File: config.mk
export PLATFORM = sky130hd
export DESIGN_NAME = ram_bus_arbiter
export DESIGN_NICKNAME = d
export VERILOG_FILES = /design/src/rtl/ram_bus_arbiter.sv
export SDC_FILE = /design/constraint.sdc
export NUM_CORES = 1
export LEC_CHECK = 0
export ABC_AREA = 1
export CORE_ASPECT_RATIO = 0.75
export CORE_MARGIN = 4
export CORE_UTILIZATION = 31
export DETAILED_ROUTE_END_ITERATION = 12
export GPL_TIMING_DRIVEN = 0
export PLACE_DENSITY = 0.78
export SLEW_MARGIN = 20
export SYNTH_ARGS = -nofsm -noshare
export SYNTH_HDL_FRONTEND = slang
export SYNTH_SLANG_ARGS = --single-unit
File: constraint.sdc
create_clock -name clk -period 1.3 [get_ports clk]
set_input_delay 0.325 -clock clk [delete_from_list [all_inputs] [get_ports clk]]
set_output_delay 0.325 -clock clk [all_outputs]
set_load 0.01 [all_outputs]
File: src/rtl/ram_bus_arbiter.sv
// ram_bus_arbiter: round-robin arbiter sharing a single-port data RAM between bus masters
module ram_bus_arbiter #(
  parameter int NREQ     = 2,
  parameter int AW       = 8,
  parameter int DW       = 8,
  parameter int MAX_HOLD = 16
) (
  input  logic                 clk,
  input  logic                 rst,
  input  logic [NREQ-1:0]      req,
  input  logic [NREQ-1:0]      lock,
  input  logic [NREQ*AW-1:0]   m_addr,
  input  logic [NREQ*DW-1:0]   m_wdata,
  input  logic [NREQ-1:0]      m_wen,
  output logic [NREQ-1:0]      grant,
  output logic [1:0]           owner,
  output logic                 busy,
  output logic [AW-1:0]        ram_rw_addr,
  output logic [DW-1:0]        ram_w,
  output logic                 ram_w_en
);
  localparam int HW = MAX_HOLD < 2 ? 1 : $clog2(MAX_HOLD);
  localparam logic [HW-1:0] HCAP = MAX_HOLD == 0 ? {HW{1'b1}} : HW'(MAX_HOLD - 1);
  typedef enum logic {IDLE, OWNED} state_t;
  state_t          state;
  logic [1:0]      ptr, pick;
  logic [HW-1:0]   hold_cnt;
  logic [NREQ-1:0] cand;
  logic            own_req, own_lock, rotate, move;
  function automatic logic [1:0] rr_pick(input logic [NREQ-1:0] c, input logic [1:0] p);
    logic [1:0]      r;
    logic [1:0]      idx;
    logic [NREQ-1:0] s;
    r = '0;
    for (int k = NREQ - 1; k >= 0; k--) begin
      idx = 2'((int'(p) + k) % NREQ);
      s = c >> idx;
      if (s[0]) r = idx;
    end
    return r;
  endfunction
  // arbitration decision: who is eligible and whether the grant moves at the next edge
  always_comb begin
    own_req  = |(req & grant);
    own_lock = |(lock & grant);
    cand     = state == OWNED ? req & ~grant : req;
    rotate   = MAX_HOLD != 0 && hold_cnt == HCAP && !own_lock && |cand;
    move     = state == IDLE || !own_req || rotate;
    pick     = rr_pick(cand, ptr);
  end
  // grant register: hold while owner keeps requesting, otherwise hand over without a bubble
  always_ff @(posedge clk or negedge rst) begin
    if (!rst) begin
      state    <= IDLE;
      grant    <= '0;
      owner    <= '0;
      ptr      <= '0;
      hold_cnt <= '0;
    end else if (!move) begin
      hold_cnt <= hold_cnt == HCAP ? hold_cnt : hold_cnt + 1'b1;
    end else if (|cand) begin
      state    <= OWNED;
      grant    <= NREQ'(1) << pick;
      owner    <= pick;
      ptr      <= int'(pick) == NREQ - 1 ? 2'd0 : pick + 2'd1;
      hold_cnt <= '0;
    end else begin
      state    <= IDLE;
      grant    <= '0;
      hold_cnt <= '0;
    end
  end
  // RAM port steering straight from the registered owner, zeroed when idle
  always_comb begin
    busy        = |grant;
    ram_rw_addr = busy ? AW'(m_addr >> (int'(owner) * AW)) : '0;
    ram_w       = busy ? DW'(m_wdata >> (int'(owner) * DW)) : '0;
    ram_w_en    = |(m_wen & grant);
  end
  a_onehot: assert property (@(posedge clk) disable iff (!rst) $onehot0(grant));
endmodule
[After elaboration in Yosys (flattened, before gate mapping)]
Cells that the tools add are included.
Storage, ports and cells
  input port bits: 40
  output and inout bits: 22
  logic and storage cells: 45
  flip-flop bits (word level): 10
Cells by class
  bitwise gates (word level): 7
  multiplexer cells: 10
  reductions and logical operators: 12
  add/subtract/negate cells: 3
  eq/ne operators: 3
  shift operators: 5
Operators by type and width (count)
  >> shifter 16 x 5 -> 8 bit: 2
  2-to-1 mux 8 bit: 2
  OR reduction 2 bit: 5
  AND 2 bit: 4
  2-to-1 mux 2 bit: 4
  2-to-1 mux 4 bit: 2
  adder 4 x 1 -> 4 bit, second input constant: 1
  equality test 4 bit, second input constant: 1
  adder 1 bit, second input constant: 2
  equality test 2 bit, second input constant: 1
  logical AND 1 bit: 2
  zero test 1 bit: 2
  logical OR 1 bit: 2
  2-to-1 mux 1 bit: 2
  inequality test 2 bit, second input constant: 1
  NOT 2 bit: 1
  AND reduction 2 bit: 1
  left shift 1 x 2 -> 2 bit, first input constant: 1
  >> shifter 2 x 1 -> 1 bit: 1
  >> shifter 2 x 2 -> 1 bit: 1
  AND 1 bit, first input constant: 1
  NOT 1 bit: 1

[Depth between registers and ports, before layout]
  word-level depth: 8
  mapped depth: 8
  mapped depth without buffers: 8

[Least setup slack after synthesis]
No wires, ideal clock.
  path type: reg2out
  start: register owner[0]
  end: output port ram_rw_addr[0]
  path slack: -142 ps
  stages on the path, launching flop included: 6
  buffers on the path: 2
  required time: 975 ps
  data arrival time: 1117 ps
  cells stage by stage: dfrtp_1 -> buf_4 -> inv_1 -> buf_4 -> nand2_1 -> a21oi_1
On the way
  word-level cells in the longest chain between the ends: 2
RTL lines
  start: declaration: RTL line 16  | output logic [1:0] owner,
  start signal: assignment: RTL line 64  | owner <= pick;
  >> shifter 16 x 5 -> 8 bit: RTL line 76  | ram_rw_addr = busy ? AW'(m_addr >> (int'(owner) * AW)) : '0;
  2-to-1 mux 8 bit: RTL line 76
  end: declaration: RTL line 18  | output logic [AW-1:0] ram_rw_addr,
Every way passes these cells.

[Final worst setup path]
  start: register owner[0]
  end: output port ram_w[4]
On the way
  word-level cells in the longest chain between the ends: 2
RTL lines
  >> shifter 16 x 5 -> 8 bit: RTL line 77  | ram_w = busy ? DW'(m_wdata >> (int'(owner) * DW)) : '0;
  2-to-1 mux 8 bit: RTL line 77
  end: declaration: RTL line 19  | output logic [DW-1:0] ram_w,
Every way passes these cells.

==> flow_summary.toml <==
[detailed_routing]
vias = 1061
dr.first_iter.drc_count = 47
drc = 0
vias_per_cell = 4.674
wl_per_cell_um = 14.51
drt_wl_total_mm = 3.294
postRouteAntennaNets = 0
first_pass_iters = 4

[synth]
synth_top_area_frac = 0.3109
syn_nets = 158
avgSynthCellArea_um2 = 6.192
syn-cell-area_um2 = 724.4
ys.flop_type = "dfrtp_1"
ys_top_cells_by_count = "nand2_1, a21oi_1, dfrtp_1, inv_1"
synth_area_leader_cell = "dfrtp_1"
ys_seq_area_frac = 0.3109
synth_warnings = 0
synth_area_leaders = "dfrtp_1, nand2_1, a21oi_1"
ys_ff_latch = 9
synth-edff-count = 0
yosys.cell_count.top_type = "nand2_1"
synth.distinct_cells = 22
ys_async_sr_fraction = 1.000
synth_cells = 117

[sta]
setup_viol = 28
fin_setup_tns_ns = -5.083
skew_ns = 0.009232
fin_ws_ns = -0.3453
rsz0062_at_grt = "true"
hold_viol_final = 0
drv_slew = 0
period_share = 1.266
fmax_mhz = 607.8
fin_crit_ns = 1.645
whs_ns = 0.3344

[power_and_ir_drop]
p_switching_w = 0.001540
pwr-share-comb = 0.787
p_per_area_nw_per_um2 = 1966
switching_share = 0.4660
ir_drop_mv = 1.056
internal_power_w = 0.001765
pwr-share-clk = 0.067
p_leak_nw = 0.8032
share_seq_of_total_power = 0.146

[clock_network]
cts_buffers = 3
h-tree-depth = 1
clock_latency_ns = 0.27
path_clk_slew_ns = 0.06
cts_root_buffer = "clkbuf_4"
clk_path_buf_depth = 2
cts_sinks = 9
cts_tree = "yes"

[layout]
area_growth_pct = 132.1
nets = 237
drive_gt1_frac = 0.4667
stdcell_area_um2 = 1682
antenna-diode-count = 0
fin_util = 0.7934

[grt]
grt_pass1_wl_mm = 4.712
track_usage = 0.1904
antenna_found_initial = 0
grt_max_degree = 11
grt_pass1_vias = 1001
grt_overflow_total = 0

[placement]
globalplace.congestion = 0.8462
numPortBuffers = 60
pre_cts_ws_ns = -0.5828
dpl-instance-area_um2 = 1421
place_hpwl_mm = 2.184

[floorplan]
die_w_um = 63.82
die_area_um2 = 3182
die_h_um = 49.87
initial_core_util = 0.3418
io_pins = 62
row_count = 14
core_um2 = 2120

[outcome]
violations = "negative setup slack"
status = "finished with violations"

[setup_path]
crit_required_ns = 0.98
worstPathArrival_ns = 1.32
startpoint_type = "register"
crit_path_cell_trace = "buf_6 > clkinv_8 > buf_8 > nand2_4 > a21oi_2 > buf_2"
max_stage_delay_ns = 0.38
worst-path-max-fanout = 8
slowest_stage = "dfrtp_1"
worstSetupPathType = "register to output pin"
crit_path_end_kind = "output pin"

[run]
drv_cap = 0

[worst_hold_path]
min_path_type = "input pin to async pin"
[what timing repair did]
action                                  in CTS  in global routing
endpoints found under the setup margin      27                 30
hold buffers                                 0                  0
pin swaps                                    3                 17
cloned                                       1                  0
endpoints found under the hold margin        0                  0
setup buffers                               12                  1
resized for setup                          102                 45
[final timing paths]
kind                       startpoint          end  slack [ns]  cells after the start
max                          owner[0]     ram_w[4]       -0.35                      6
min                               rst  hold_cnt[2]        0.33                      1
max reg2reg                  grant[0]     grant[1]       -0.04                     10
min reg2reg                    ptr[0]       ptr[0]        0.51                      2
max in group asynchronous         rst     grant[0]        0.66                      1
min in group clk               ptr[0]       ptr[0]        0.51                      2
[critical path: cells and delay by family, from the launching register on]
family	cells	cell delay (ns)
compound gates	1	0.14
buf+inv	4	0.49
simple gates	1	0.05
flops	1	0.38
[cell usage in the layout, fill, tap and decap left out, types with 2 or more instances in the layout]
cell type	count
nand2_1	40
clkdlybuf4s50_1	39
buf_2	17
a21oi_2	16
buf_6	12
nand2_4	10
nand2_2	8
buf_4	7
dfrtp_1	7
inv_1	4
buf_8	3
a21oi_1	3
nand3_1	3
nor2_2	3
clkbuf_4	3
nor2_4	2
inv_2	2
dfrtp_2	2
[kinds of logic (layout without fill, tap and decap cells)]
family,after synthesis,after routing,share of synthesized area
buffers and inverters,12,90,0.07944
DFF,9,9,0.3109
and+or+nand+nor,70,70,0.4111
adders and majority gates,1,1,0.01727
xor gates and xnor gates,1,1,0.01209
AOI/OAI and AO/OA,23,23,0.1641
other,1,1,0.005176
[registers in the layout, summed over array words and instances (netlist names)]
name	count
hold_cnt	4
grant	2
owner	1
ptr	1
state	1
[final cells by class]
cell class / instances / area (um^2)
Tap cell: 32 / 40.04
Timing Repair Buffer: 74 / 653.1
Inverter: 7 / 38.79
Clock buffer: 4 / 26.28
Fill cell: 138 / 437.9
Multi-Input combinational cell: 96 / 631.9
Sequential cell: 9 / 227.7
Buffer: 5 / 63.81
[metrics by stage]
| step | instances | total power [W] |
|---|---|---|
| 2_1_floorplan | 117 | 0.001509 |
| 5_1_grt | 227 | 0.003516 |
| 3_5_place_dp | 209 | 0.002437 |
| 6_report | 227 | 0.003305 |
| 4_1_cts | 226 | 0.002870 |
| 3_3_place_gp | 209 | 0.002389 |
[power by group through the flow]
stage | Sequential [W] | Combinational, W | Clock (W)
3_5_place_dp | 0.000501 | 0.00194 | 0
4_1_cts | 0.000461 | 0.00219 | 0.000222
2_1_floorplan | 0.000493 | 0.00102 | 0
3_3_place_gp | 0.000490 | 0.00190 | 0
5_1_grt | 0.000491 | 0.00278 | 0.000244
6_report | 0.000482 | 0.00260 | 0.000221
[routing by layer]
metal  up-vias  global-route usage  share of wire
li1        528                   -              -
met1       481              0.2521           0.44
met2        49              0.2899           0.48
met3         3             0.05682          0.068
met4         0             0.07168         0.0061
met5         -                   0              0
Power figures use the tool's default switching activity.
